## src/rtl/bldc_pkg.sv

```systemverilog
// Shared constants and types for the BLDC velocity-controller encoder path.
package bldc_pkg;

    localparam int TICKS_PER_REV_DEFAULT = 8192;
    localparam int POLE_PAIRS            = 7;
    localparam int TICKS_PER_ECYCLE      = 1170;
    localparam int QUARTER_ECYCLE        = 292;

    typedef logic [12:0] enc_ticks_t;

    typedef enum logic {ENC_INIT, ENC_TRACK} enc_state_t;

    // Position of an {A,B} pair along the forward cycle 00->10->11->01; the
    // modulo-4 difference of two phases classifies a transition.
    function automatic logic [1:0] gray_phase(input logic [1:0] ab);
        case (ab)
            2'b00:   gray_phase = 2'd0;
            2'b10:   gray_phase = 2'd1;
            2'b11:   gray_phase = 2'd2;
            default: gray_phase = 2'd3;
        endcase
    endfunction

endpackage

```

## src/rtl/quadrature_encoder_counter_if.sv

```systemverilog
// Encoder pins in, decoded position/status out; master is the encoder side, slave the decoder.
interface quadrature_encoder_counter_if;
    import bldc_pkg::*;

    logic       enc_a;
    logic       enc_b;
    logic       enc_index;
    enc_ticks_t encoder_ticks;
    logic       direction;
    logic       tick_strobe;
    logic       illegal_transition;
    logic [7:0] error_count;
    logic       index_seen;

    modport master (
        output enc_a, enc_b, enc_index,
        input  encoder_ticks, direction, tick_strobe, illegal_transition, error_count, index_seen
    );

    modport slave (
        input  enc_a, enc_b, enc_index,
        output encoder_ticks, direction, tick_strobe, illegal_transition, error_count, index_seen
    );

endinterface

```

## src/rtl/enc_input_filter.sv

```systemverilog
// Two-flop synchroniser plus FILTER_CYCLES debounce for one asynchronous encoder pin.
// valid_o rises once a first stable level has been acquired after reset.
module enc_input_filter #(
    parameter int FILTER_CYCLES = 4
) (
    input  logic clk,
    input  logic reset_n,
    input  logic pin_i,
    output logic level_o,
    output logic valid_o
);

    localparam int CNT_W = $clog2(FILTER_CYCLES + 1);
    localparam logic [CNT_W-1:0] CNT_ONE  = CNT_W'(1);
    localparam logic [CNT_W-1:0] CNT_LAST = CNT_W'(FILTER_CYCLES - 1);
    localparam logic [CNT_W-1:0] CNT_FULL = CNT_W'(FILTER_CYCLES);

    logic             sync1_q, sync2_q;
    logic [1:0]       primed_q;
    logic             level_q, level_d;
    logic             valid_q, valid_d;
    logic [CNT_W-1:0] cnt_q, cnt_d;
    logic [CNT_W-1:0] run_len;

    // primed_q keeps the reset-cleared synchroniser contents out of the filter.
    always_ff @(posedge clk or negedge reset_n) begin
        if (!reset_n) begin
            sync1_q  <= 1'b0;
            sync2_q  <= 1'b0;
            primed_q <= 2'b00;
        end else begin
            sync1_q  <= pin_i;
            sync2_q  <= sync1_q;
            primed_q <= {primed_q[0], 1'b1};
        end
    end

    always_comb begin
        level_d = level_q;
        valid_d = valid_q;
        cnt_d   = cnt_q;
        run_len = (sync2_q == level_q && cnt_q != '0) ? cnt_q + CNT_ONE : CNT_ONE;
        if (primed_q[1]) begin
            if (!valid_q) begin
                // Acquisition: follow the pin until one level persists FILTER_CYCLES samples.
                level_d = sync2_q;
                if (run_len == CNT_FULL) begin
                    valid_d = 1'b1;
                    cnt_d   = '0;
                end else begin
                    cnt_d = run_len;
                end
            end else if (sync2_q != level_q) begin
                if (cnt_q == CNT_LAST) begin
                    level_d = sync2_q;
                    cnt_d   = '0;
                end else begin
                    cnt_d = cnt_q + CNT_ONE;
                end
            end else begin
                cnt_d = '0;
            end
        end
    end

    always_ff @(posedge clk or negedge reset_n) begin
        if (!reset_n) begin
            level_q <= 1'b0;
            valid_q <= 1'b0;
            cnt_q   <= '0;
        end else begin
            level_q <= level_d;
            valid_q <= valid_d;
            cnt_q   <= cnt_d;
        end
    end

    assign level_o = level_q;
    assign valid_o = valid_q;

endmodule

```

## src/rtl/quadrature_encoder_counter.sv

```systemverilog
// Quadrature A/B(/index) decoder producing a wrapping rotor position, direction and error flags.
// Index re-zeroing is built only when INDEX_RESET_EN is defined.
module quadrature_encoder_counter
    import bldc_pkg::*;
#(
    parameter int TICKS_PER_REV = TICKS_PER_REV_DEFAULT,
    parameter int FILTER_CYCLES = 4,
    parameter int INDEX_OFFSET  = 0
) (
    input logic                         clk,
    input logic                         reset_n,
    quadrature_encoder_counter_if.slave bus
);

    localparam logic [13:0] TPR14  = 14'(TICKS_PER_REV);
    localparam logic [13:0] TPR_M1 = 14'(TICKS_PER_REV - 1);

    logic [1:0] rst_sync_q;
    logic       rst_int_n;
    logic       a_level, a_valid, b_level, b_valid, all_valid;
    logic [1:0] cur_ab, phase_delta;
    logic [13:0] step_sum;

    enc_state_t state_q, state_d;
    logic [1:0] prev_ab_q, prev_ab_d;
    enc_ticks_t ticks_q, ticks_d;
    logic       dir_q, dir_d;
    logic       strobe_q, strobe_d;
    logic       illegal_q, illegal_d;
    logic [7:0] err_q, err_d;

    always_ff @(posedge clk or negedge reset_n) begin
        if (!reset_n) rst_sync_q <= 2'b00;
        else          rst_sync_q <= {rst_sync_q[0], 1'b1};
    end
    assign rst_int_n = rst_sync_q[1];

    enc_input_filter #(.FILTER_CYCLES(FILTER_CYCLES)) u_filt_a (
        .clk(clk), .reset_n(rst_int_n), .pin_i(bus.enc_a), .level_o(a_level), .valid_o(a_valid)
    );
    enc_input_filter #(.FILTER_CYCLES(FILTER_CYCLES)) u_filt_b (
        .clk(clk), .reset_n(rst_int_n), .pin_i(bus.enc_b), .level_o(b_level), .valid_o(b_valid)
    );

`ifdef INDEX_RESET_EN
    logic idx_level, idx_valid, index_load;
    logic prev_idx_q, seen_q;

    enc_input_filter #(.FILTER_CYCLES(FILTER_CYCLES)) u_filt_idx (
        .clk(clk), .reset_n(rst_int_n), .pin_i(bus.enc_index), .level_o(idx_level), .valid_o(idx_valid)
    );

    assign all_valid  = a_valid & b_valid & idx_valid;
    assign index_load = (state_q == ENC_TRACK) && idx_level && !prev_idx_q;

    always_ff @(posedge clk or negedge rst_int_n) begin
        if (!rst_int_n) begin
            prev_idx_q <= 1'b0;
            seen_q     <= 1'b0;
        end else begin
            prev_idx_q <= idx_level;
            seen_q     <= seen_q | index_load;
        end
    end
    assign bus.index_seen = seen_q;
`else
    logic unused_index;
    assign unused_index   = bus.enc_index;
    assign all_valid      = a_valid & b_valid;
    assign bus.index_seen = 1'b0;
`endif

    assign cur_ab      = {a_level, b_level};
    assign phase_delta = gray_phase(cur_ab) - gray_phase(prev_ab_q);
    assign step_sum    = {1'b0, ticks_q} + ((phase_delta == 2'd1) ? 14'd1 : TPR_M1);

    always_comb begin
        state_d   = state_q;
        prev_ab_d = prev_ab_q;
        ticks_d   = ticks_q;
        dir_d     = dir_q;
        strobe_d  = 1'b0;
        illegal_d = 1'b0;
        err_d     = err_q;
        case (state_q)
            ENC_INIT: begin
                if (all_valid) begin
                    prev_ab_d = cur_ab;
                    state_d   = ENC_TRACK;
                end
            end
            ENC_TRACK: begin
                prev_ab_d = cur_ab;
                // Phase delta 1 is a forward step, 3 a reverse step, 2 a skipped state.
                if (phase_delta == 2'd1 || phase_delta == 2'd3) begin
                    ticks_d  = (step_sum >= TPR14) ? enc_ticks_t'(step_sum - TPR14)
                                                   : enc_ticks_t'(step_sum);
                    dir_d    = (phase_delta == 2'd1);
                    strobe_d = 1'b1;
                end else if (phase_delta == 2'd2) begin
                    illegal_d = 1'b1;
                    if (err_q != 8'hFF) err_d = err_q + 8'd1;
                end
`ifdef INDEX_RESET_EN
                if (index_load) begin
                    ticks_d  = enc_ticks_t'(INDEX_OFFSET);
                    strobe_d = 1'b0;
                end
`endif
            end
            default: state_d = ENC_INIT;
        endcase
    end

    always_ff @(posedge clk or negedge rst_int_n) begin
        if (!rst_int_n) begin
            state_q   <= ENC_INIT;
            prev_ab_q <= 2'b00;
            ticks_q   <= '0;
            dir_q     <= 1'b1;
            strobe_q  <= 1'b0;
            illegal_q <= 1'b0;
            err_q     <= 8'd0;
        end else begin
            state_q   <= state_d;
            prev_ab_q <= prev_ab_d;
            ticks_q   <= ticks_d;
            dir_q     <= dir_d;
            strobe_q  <= strobe_d;
            illegal_q <= illegal_d;
            err_q     <= err_d;
        end
    end

    assign bus.encoder_ticks      = ticks_q;
    assign bus.direction          = dir_q;
    assign bus.tick_strobe        = strobe_q;
    assign bus.illegal_transition = illegal_q;
    assign bus.error_count        = err_q;

endmodule

```

## src/flat_wrapper.sv

```systemverilog
// flat-port wrapper written by rule: the top's interface ports become plain ports
module quadrature_encoder_counter_flat import bldc_pkg::*;
#(
    parameter int TICKS_PER_REV = TICKS_PER_REV_DEFAULT,
    parameter int FILTER_CYCLES = 4,
    parameter int INDEX_OFFSET  = 0
)
  (clk, reset_n, bus_enc_a, bus_enc_b, bus_enc_index, bus_encoder_ticks, bus_direction, bus_tick_strobe, bus_illegal_transition, bus_error_count, bus_index_seen);
  quadrature_encoder_counter_if bus_i ();
  input logic clk;
  input logic reset_n;
  input wire logic [$bits(bus_i.enc_a)-1:0] bus_enc_a;
  input wire logic [$bits(bus_i.enc_b)-1:0] bus_enc_b;
  input wire logic [$bits(bus_i.enc_index)-1:0] bus_enc_index;
  output wire logic [$bits(bus_i.encoder_ticks)-1:0] bus_encoder_ticks;
  output wire logic [$bits(bus_i.direction)-1:0] bus_direction;
  output wire logic [$bits(bus_i.tick_strobe)-1:0] bus_tick_strobe;
  output wire logic [$bits(bus_i.illegal_transition)-1:0] bus_illegal_transition;
  output wire logic [$bits(bus_i.error_count)-1:0] bus_error_count;
  output wire logic [$bits(bus_i.index_seen)-1:0] bus_index_seen;
  assign bus_i.enc_a = bus_enc_a;
  assign bus_i.enc_b = bus_enc_b;
  assign bus_i.enc_index = bus_enc_index;
  assign bus_encoder_ticks = bus_i.encoder_ticks;
  assign bus_direction = bus_i.direction;
  assign bus_tick_strobe = bus_i.tick_strobe;
  assign bus_illegal_transition = bus_i.illegal_transition;
  assign bus_error_count = bus_i.error_count;
  assign bus_index_seen = bus_i.index_seen;
  quadrature_encoder_counter #(.TICKS_PER_REV(TICKS_PER_REV), .FILTER_CYCLES(FILTER_CYCLES), .INDEX_OFFSET(INDEX_OFFSET)) u_core (.clk(clk), .reset_n(reset_n), .bus(bus_i));
endmodule
```

## config.mk

```make
export PLATFORM = sky130hd
export DESIGN_NAME = quadrature_encoder_counter_flat
export DESIGN_NICKNAME = d
export VERILOG_FILES = /design/src/rtl/bldc_pkg.sv /design/src/rtl/quadrature_encoder_counter_if.sv /design/src/rtl/enc_input_filter.sv /design/src/rtl/quadrature_encoder_counter.sv /design/src/flat_wrapper.sv
export SDC_FILE = /design/constraint.sdc
export NUM_CORES = 1
export LEC_CHECK = 0
export ABC_AREA = 0
export BUFFER_PORTS_ARGS = -buffer_cell sky130_fd_sc_hd__buf_2
export CAP_MARGIN = 10
export CORE_UTILIZATION = 60
export DETAILED_ROUTE_END_ITERATION = 8
export PLACE_DENSITY = 0.82
export RECOVER_POWER = 50
export SKIP_LAST_GASP = 1
export SLEW_MARGIN = 20
export SYNTH_ARGS = -nofsm -noshare
export SYNTH_HDL_FRONTEND = slang
export SYNTH_SLANG_ARGS = --single-unit
```

## constraint.sdc

```tcl
create_clock -name clk -period 2.6 [get_ports clk]
set_input_delay 0 -clock clk [delete_from_list [all_inputs] [get_ports clk]]
set_output_delay 0 -clock clk [all_outputs]
set_load 0.01 [all_outputs]
```

-- Yosys cells after proc, flatten, opt, wreduce, memory -nomap -nowiden
Cells that the tools add are included.
- word-level logic and storage cells: 95
- output and inout port bits: 25
- bits of input ports: 5
- register bits after elaboration: 47
- add/subtract/negate cells: 6
- eq/ne operators: 21
- reduce and logical (&&, ||, !) cells: 11
- bitwise gates (word level): 3
- multiplexer cells: 33
- order comparisons: 1
- operators by type and width (kind ; number):
    two-way mux 3 bit ; 10
    two-way mux 13 bit ; 2
    two-way mux 1 bit ; 17
    adder 13 x 13 -> 14 bit ; 1
    greater-or-equal comparator 14 bit, second input constant ; 1
    subtractor 13 x 1 -> 13 bit, second input constant ; 1
    == test 2 bit, second input constant ; 6
    one-hot mux 2 bit (3 select lines) ; 2
    inequality test 2 x 1 -> 1 bit, second input constant ; 5
    adder 8 x 1 -> 8 bit, second input constant ; 1
    inequality test 8 bit, second input constant ; 1
    adder 3 x 1 -> 3 bit, second input constant ; 2
    == test 3 x 2 -> 1 bit, second input constant ; 2
    == test 3 bit, second input constant ; 2
    AND reduction 3 bit ; 2
    nonzero test 3 bit ; 2
    logical NOT 2 bit ; 2
    one-hot mux 2 bit (2 select lines) ; 1
    AND reduction 4 bit ; 1
    == test 1 bit ; 2
    == test 2 x 1 -> 1 bit, second input constant ; 1
    logical AND 1 bit ; 2
    two-way mux 2 bit ; 1
    inequality test 1 bit ; 2
    other kinds (5) ; 6

-- Logic depth before layout (Yosys ltp)
Gate-level depths: netlist (run 1).
- depth after elaboration: 8
- gate-level depth with buffers: 13
- mapped depth without buffers: 13

-- By module
Synthesis (run 1) repeated with hierarchy kept, for this count alone.
- cell total of the unflattened synthesis: 263
- area total of the unflattened synthesis: 2728.9 µm²
- by module, submodules not included (module ; seq. area each (µm²) ; instances ; cells each ; area an instance (µm²)):
    quadrature_encoder_counter ; 726.9 ; 1 ; 183 ; 1820.5
    enc_input_filter ; 225.2 ; 2 ; 40 ; 454.2

-- Worst setup path after synthesis (run 1)
No wires, ideal clock.
- path kind: reg-to-reg
- from: register u_core.u_filt_a.level_q, in the netlist u_core.u_filt_a.level_o
- to: register u_core.ticks_q[10], in the netlist u_core.bus.encoder_ticks[10]
- buffers on the path: 0
- library setup time: 126 ps
- slack: -673 ps
- data required time: 2474 ps
- arrival: 3147 ps
- cell stages (with the launch flop): 12
- period minus slack after synthesis: 3273 ps
- cells stage by stage: dfrtp_1 inv_1 ha_1 ha_1 xor3_2 or2_2 ha_1 nor2b_1 o31a_1 a41oi_2 o21ai_0 a221o_1
- cells in the longest elaborated chain, start to end: 8
- elaborated cells between the ends (all ways): 14
- classes of those cells: add/sub: 3; order compare: 1; eq/ne: 4; mux: 3; reduce/logical: 3
- RTL lines (element ; line ; source):
    from (decl) ; enc_input_filter.sv:20 ; logic level_q, level_d;
    from (signal assigned) ; enc_input_filter.sv:72 ; level_q <= level_d;
    == test 2 bit / logical NOT 2 bit (equally long branches) ; bldc_pkg.sv:16 ; case (ab)
    one-hot mux 2 bit (3 select lines) * ; bldc_pkg.sv:16 ;
    subtractor 2 bit * ; quadrature_encoder_counter.sv:74 ; assign phase_delta = gray_phase(cur_ab) - gray_phase(prev_ab_q);
    == test 2 x 1 -> 1 bit ; quadrature_encoder_counter.sv:75, quadrature_encoder_counter.sv:95 ;
    two-way mux 13 bit ; quadrature_encoder_counter.sv:75 ; assign step_sum = {1'b0, ticks_q} + ((phase_delta == 2'd1) ? 14'd1 : TPR_M1);
    adder 13 x 13 -> 14 bit ; quadrature_encoder_counter.sv:75 ;
    subtractor 13 x 1 -> 13 bit / greater-or-equal comparator 14 bit (equally long branches) ; quadrature_encoder_counter.sv:96 ; ticks_d = (step_sum >= TPR14) ? enc_ticks_t'(step_sum - TPR14)
    two-way mux 13 bit ; quadrature_encoder_counter.sv:96 ;
    to (signal assigned) ; quadrature_encoder_counter.sv:127 ; ticks_q <= ticks_d;
    to (decl) ; quadrature_encoder_counter.sv:26 ; enc_ticks_t ticks_q, ticks_d;
Mark *: on every way between the ends. The rest lies on a longest branch, timed or not.
A chain may end at the register's enable or synchronous reset.

-- Worst setup path in the final report (run 1)
- from: register u_core.u_filt_b.level_q, in the netlist u_core.u_filt_b.level_o
- to: register u_core.ticks_q[12], in the netlist u_core.bus.encoder_ticks[12]
- cells in the longest elaborated chain, start to end: 8
- elaborated cells between the ends (all ways): 14
- classes of those cells: add/sub: 3; order compare: 1; eq/ne: 4; mux: 3; reduce/logical: 3
- RTL lines (element ; line):
    from (decl) ; enc_input_filter.sv:20
    from (signal assigned) ; enc_input_filter.sv:72
    == test 2 bit / logical NOT 2 bit (equally long branches) ; bldc_pkg.sv:16
    one-hot mux 2 bit (3 select lines) * ; bldc_pkg.sv:16
    subtractor 2 bit * ; quadrature_encoder_counter.sv:74
    == test 2 x 1 -> 1 bit ; quadrature_encoder_counter.sv:75, quadrature_encoder_counter.sv:95
    two-way mux 13 bit ; quadrature_encoder_counter.sv:75
    adder 13 x 13 -> 14 bit ; quadrature_encoder_counter.sv:75
    subtractor 13 x 1 -> 13 bit / greater-or-equal comparator 14 bit (equally long branches) ; quadrature_encoder_counter.sv:96
    two-way mux 13 bit ; quadrature_encoder_counter.sv:96
Marks and branches as above.

==> results of run 1 <==
-- logic make-up (layout without fill, tap and decap cells) --
logic type | count (synthesis) | after routing | share of synthesized area [%]
and+or+nand+nor | 75 | 76 | 14.0
AOI/OAI and AO/OA | 67 | 67 | 16.7
DFF | 45 | 45 | 43.2
adders and majority gates | 27 | 27 | 13.2
buffers and inverters | 27 | 107 | 4.22
xor gates and xnor gates | 17 | 17 | 6.62
muxes | 4 | 4 | 1.73
other | 2 | 3 | 0.288
-- per-layer routing --
layer,part of all wire (%),wire (um)
met1,41,3070
met4,4.2,311
met3,4.5,334
met5,0,0
met2,50,3760
-- registers in the layout, indices dropped and copies added (netlist names) --
| signal | cells |
|---|---|
| u_core.rst_sync_q | 2 |
| u_core.u_filt_b.cnt_q | 3 |
| u_core.u_filt_a.primed_q | 2 |
| u_core.bus.error_count | 8 |
| u_core.u_filt_a.cnt_q | 3 |
| u_core.u_filt_a.sync2_q | 1 |
| u_core.u_filt_b.level_o | 1 |
| u_core.u_filt_b.sync2_q | 1 |
| u_core.bus.tick_strobe | 1 |
| u_core.u_filt_a.valid_o | 1 |
| u_core.bus.encoder_ticks | 13 |
| u_core.u_filt_a.level_o | 1 |
| u_core.bus.illegal_transition | 1 |
| u_core.u_filt_b.sync1_q | 1 |
| u_core.state_q | 1 |
| u_core.u_filt_a.sync1_q | 1 |
| u_core.bus.direction | 1 |
| u_core.u_filt_b.valid_o | 1 |
| u_core.prev_ab_q | 2 |
-- final cells by class --
class                      count  area (um2)  area share [%]
multi-input combinational    194        1620            46.1
sequential                    45        1130            32.2
timing repair buffer          79         526            15.0
clock buffer                   6        82.6            2.36
inverter                      20        75.1            2.14
tap                           50        62.6            1.79
clock inverter                 2        13.8           0.393
-- worst paths after layout --
path | from | endpoint | slack [ps] | depth (start not counted)
max in group asynchronous | u_core.rst_sync_q[1] | u_core.u_filt_a.cnt_q[0] | 860 | 0
min in group asynchronous | reset_n | u_core.rst_sync_q[0] | 560 | 3
setup / recovery | u_core.u_filt_b.level_o | u_core.bus.encoder_ticks[12] | -620 | 12
hold reg to reg | u_core.u_filt_a.sync1_q | u_core.u_filt_a.sync2_q | 350 | 0
hold / removal | bus_enc_a | u_core.u_filt_a.sync1_q | 350 | 2
setup reg to reg | u_core.u_filt_b.level_o | u_core.bus.encoder_ticks[12] | -620 | 12
-- timing repair --
| item | CTS | global route |
|---|---|---|
| gates cloned | 1 | 0 |
| gates resized for setup | 15 | 13 |
| pin swaps | 16 | 12 |
| endpoints found under the setup margin | 10 | 11 |
| hold buffers | 4 | 0 |
| endpoints found under the hold margin | 4 | 0 |
| buffers inserted | 9 | 8 |
-- synthesized netlist by cell type, types with 3 or more instances --
library cell / instances
nand3_1: 7
a21oi_1: 18
and3_1: 3
dfrtp_1: 44
nand4_1: 7
nor2_1: 15
xnor2_1: 9
nor3_1: 3
ha_1: 26
o21ai_0: 21
inv_1: 19
mux2_2: 4
a21o_1: 4
xor2_1: 6
nand2_1: 28
a211oi_1: 3
nor2b_1: 3
clkbuf_1: 3
-- stage by stage --
step	setup slack, ps	cell area (um2)	util (%)	setup TNS [ps]	hold slack, ps
after floorplan	-347	2750	-	-1560	-296
after global placement	-353	3140	76.9	-1870	-215
after detailed placement	-484	3140	76.9	-2730	-213
after CTS	-451	3420	83.7	-3180	334
after global routing	-708	3500	85.7	-5380	362
final	-624	3500	85.7	-4310	351
==> results.json, run 1 <==
{
  "status": "complete, but fails checks",
  "violations": "capacitance limit, slew limit, setup timing",
  "dp.cells": 367,
  "syn_inst": 264,
  "grt_pass1_wl_um": 10500,
  "dr.pass1.iters": 4,
  "fmax_mhz": 310,
  "area_growth_pct": 34.2,
  "detail-route-antenna-nets": 0,
  "synth_edf_count": 0,
  "fin_cells": 396,
  "gp_congestion": 0.868,
  "dp_hpwl_um": 4230,
  "start_util_pct": 63.9,
  "synth_area_um2": 2610,
  "yosys.area.top_type": "dfrtp_1",
  "cp_max_fo": 6,
  "ys_seq_area_share_pct": 43.2,
  "cp.buffers_inverters": 2,
  "grt_pass1_vias": 2314,
  "worstSetupStartpointType": "flip-flop",
  "drt_iter0_drc": 183,
  "rows": 23,
  "fin_nets": 377,
  "synth_cell_type_count": 51,
  "arrival_ps": 3400,
  "tritoncts": "done",
  "antenna_found_initial": 0,
  "cpPeakStageDelay_ps": 420,
  "die_area_um2": 4620,
  "synth_top_area_share_pct": 42.2,
  "ios": 30,
  "numCtsBuffers": 5,
  "fin_worst_skew_ps": 3.97,
  "worst-endpoint-required_ps": 2770,
  "tightest_slew_ps": 1740,
  "synth_warnings": 0,
  "ys_seq_elements": 45,
  "period_minus_slack_ps": 3220,
  "async_reset_ff_share_pct": 100,
  "synth_top_flop_cell": "dfrtp_1",
  "n_fill_cell": 216,
  "cts.sinks": 45,
  "final-hold-violation-count": 0,
  "die_w_um": 68.0,
  "gr-usage-all-layers_pct": 31.1,
  "critPathTopFamily": "compound AO/OA/AOI/OAI gates",
  "cap_violations": 1,
  "syn_area_per_cell_um2": 9.89,
  "die_h_um": 68.0,
  "grt_overflow": 0,
  "worstPathCellList": "ha_1 -> nor2_2 -> xor3_2 -> buf_6 -> or2_4 -> buf_12 -> ha_4 -> nand2_2 -> o211ai_1 -> a211oi_1 -> a32o_1 -> o311ai_1",
  "grt_max_degree": 44,
  "top_usage_layer": "met2",
  "wl_um": 7480,
  "cp-end-kind": "flip-flop",
  "layout-drive-gt1-share_pct": 29.8,
  "routed_via_density": 6.03,
  "cts-root-buf": "clkbuf_8",
  "cpMaxStageDelayCell": "dfrtp_1",
  "vias": 2389,
  "mostFrequentLayoutCells": "buf_4, dfrtp_1, nand2_1",
  "clk_latency_ps": 300,
  "drc": 0,
  "path_class": "reg2reg",
  "path_clk_slew_ps": 80,
  "wl_per_cell_um": 18.9,
  "grt_setup_unrepaired": "true",
  "fin_ws_ps": -624,
  "finalCritPeriodShare_pct": 124,
  "synth_area_leaders": "dfrtp_1, ha_1, nand2_1, o21ai_0, a21oi_1",
  "grt_use_met2_pct": 55.3,
  "use_met1_pct": 36.7,
  "hold_path_class": "in2reg",
  "fp.coreArea_um2": 4090,
  "maxSlewViolCount": 44,
  "port_buffers": 27,
  "met3_usage_pct": 5.83,
  "layout_commonest_cell": "buf_4",
  "clockBufferDepth": 2,
  "diodes": 0,
  "finalSetupViolCount": 10,
  "relSlewSlack_pct": -16.0,
  "htreeDepth": 2
}
Power of run 1 is left out: the tool's default activity adds up to more than one toggle a clock period on the data nets, which glitch-free logic cannot reach.
==> inputs of run 2 (changes only) <==
CORE_UTILIZATION = 58   (was 60)
PLACE_DENSITY = 0.79   (was 0.82)
clock period = 3.65 ns   (was 2.6 ns; I/O delays follow)
==> run 2 against run 1 <==
  * The run ends with capacitance limit, slew limit left
  * Die area up 3.3%
  * Critical path depth down 1
  * Flip-flop and latch count unchanged
  * Fmax down 6.9%
  * First-iteration DRC count down 69%
  * Critical endpoint unchanged
  * Largest cell class unchanged
==> results.json, run 2 (synthesized netlist as in run 1, its figures left out) <==
{
  "drt_iter0_drc": 57,
  "numCtsBuffers": 5,
  "detail-route-antenna-nets": 0,
  "ios": 30,
  "layout-drive-gt1-share_pct": 8.36,
  "maxSlewViolCount": 44,
  "grt_overflow": 0,
  "gr-usage-all-layers_pct": 22.1,
  "relSlewSlack_pct": -10.6,
  "violations": "capacitance limit, slew limit",
  "cap_violations": 1,
  "path_clk_slew_ps": 80,
  "layout_commonest_cell": "dfrtp_1",
  "arrival_ps": 3650,
  "worstSetupStartpointType": "flip-flop",
  "drc": 0,
  "critPathTopFamily": "compound AO/OA/AOI/OAI gates",
  "cpMaxStageDelayCell": "ha_1",
  "clk_latency_ps": 290,
  "worstPathCellList": "inv_1 -> ha_1 -> ha_1 -> xor3_2 -> or2_2 -> ha_1 -> nand2_1 -> o211ai_1 -> a211oi_1 -> a32o_1 -> o311ai_1",
  "rows": 24,
  "dp_hpwl_um": 3340,
  "start_util_pct": 59.9,
  "grt_pass1_vias": 2066,
  "port_buffers": 27,
  "final-hold-violation-count": 0,
  "gp_congestion": 0.856,
  "path_class": "reg2reg",
  "tritoncts": "done",
  "mostFrequentLayoutCells": "dfrtp_1, nand2_1, ha_1",
  "fin_nets": 330,
  "status": "complete, but fails checks",
  "grt_setup_unrepaired": "false",
  "fp.coreArea_um2": 4350,
  "diodes": 0,
  "wl_per_cell_um": 13.3,
  "fmax_mhz": 289,
  "worst-endpoint-required_ps": 3840,
  "grt_max_degree": 44,
  "die_h_um": 69.1,
  "vias": 1992,
  "cp-end-kind": "flip-flop",
  "die_area_um2": 4770,
  "antenna_found_initial": 0,
  "finalCritPeriodShare_pct": 94.9,
  "cts-root-buf": "clkbuf_8",
  "final.setup.tns_ps": 0,
  "finalSetupViolCount": 0,
  "largest_reg_flops": 13,
  "cts_setup_buffers": 0,
  "cpPeakStageDelay_ps": 480,
  "clockBufferDepth": 2,
  "cts.sinks": 45,
  "cp_max_fo": 13,
  "tightest_slew_ps": 1660,
  "fin_worst_skew_ps": 5.49,
  "critPathMostFrequentCell": "ha_1",
  "dr.pass1.iters": 4,
  "cp.buffers_inverters": 1,
  "htreeDepth": 2,
  "die_w_um": 69.1,
  "hold_path_class": "in2async",
  "grt_pass1_wl_um": 8570,
  "routed_via_density": 5.68,
  "period_minus_slack_ps": 3460,
  "wl_um": 4690,
  "area_growth_pct": 11.1
}
==> run 2: what timing repair did <==
item | in CTS | in global routing
resized for setup | 0 | 2
hold endpoints to repair | 4 | 0
setup endpoints to repair | 0 | 2
hold buffers | 3 | 0
==> run 2: worst paths after layout <==
check,start,to,slack (ps),cells after the start
setup / recovery,u_core.u_filt_a.level_o,u_core.bus.encoder_ticks[12],190,11
hold / removal,reset_n,u_core.rst_sync_q[0],10,2
setup reg to reg,u_core.u_filt_a.level_o,u_core.bus.encoder_ticks[12],190,11
hold reg to reg,u_core.rst_sync_q[0],u_core.rst_sync_q[1],360,0
max in group asynchronous,u_core.rst_sync_q[1],u_core.u_filt_a.level_o,1860,0
min in group clk,bus_enc_a,u_core.u_filt_a.sync1_q,350,2
==> run 2: per-layer routing <==
metal,GRT usage [%],share of wire [%]
met4,8.62,1.7
met3,4.97,3.1
met1,27.8,48
met5,0,0
met2,37.0,47
==> run 2: metrics by stage <==
stage	hold slack [ps]	cell area (um2)	setup slack [ps]	utilization, %	std cells
2_1_floorplan	-296	2610	377	-	265
3_3_place_gp	-214	2800	267	64.4	340
3_5_place_dp	-214	2800	173	64.4	340
4_1_cts	11.2	2930	130	67.2	351
5_1_grt	15.5	2900	39.5	66.6	351
6_report	10.4	2900	187	66.6	351
==> run 2: worst reg2reg max path, delay by kind of cell, from the launching register on <==
family                   cells  cell delay (ps)
AO/OA/AOI/OAI                4             1020
adder cells (fa/ha/maj)      3              940
AND/OR/NAND/NOR              2              540
flip-flops                   1              420
XOR/XNOR                     1              380
buffers and inverters        1               70
==> run 2: cell type report <==
cell class / count / area (um2)
timing repair buffer: 33 / 158
clock buffer: 7 / 86.3
fill: 371 / 1450
clock inverter: 1 / 7.51
sequential: 45 / 1130
multi-input combinational: 193 / 1380
tap: 52 / 65.1
inverter: 20 / 75.1
Power of run 2 is left out for the same reason.
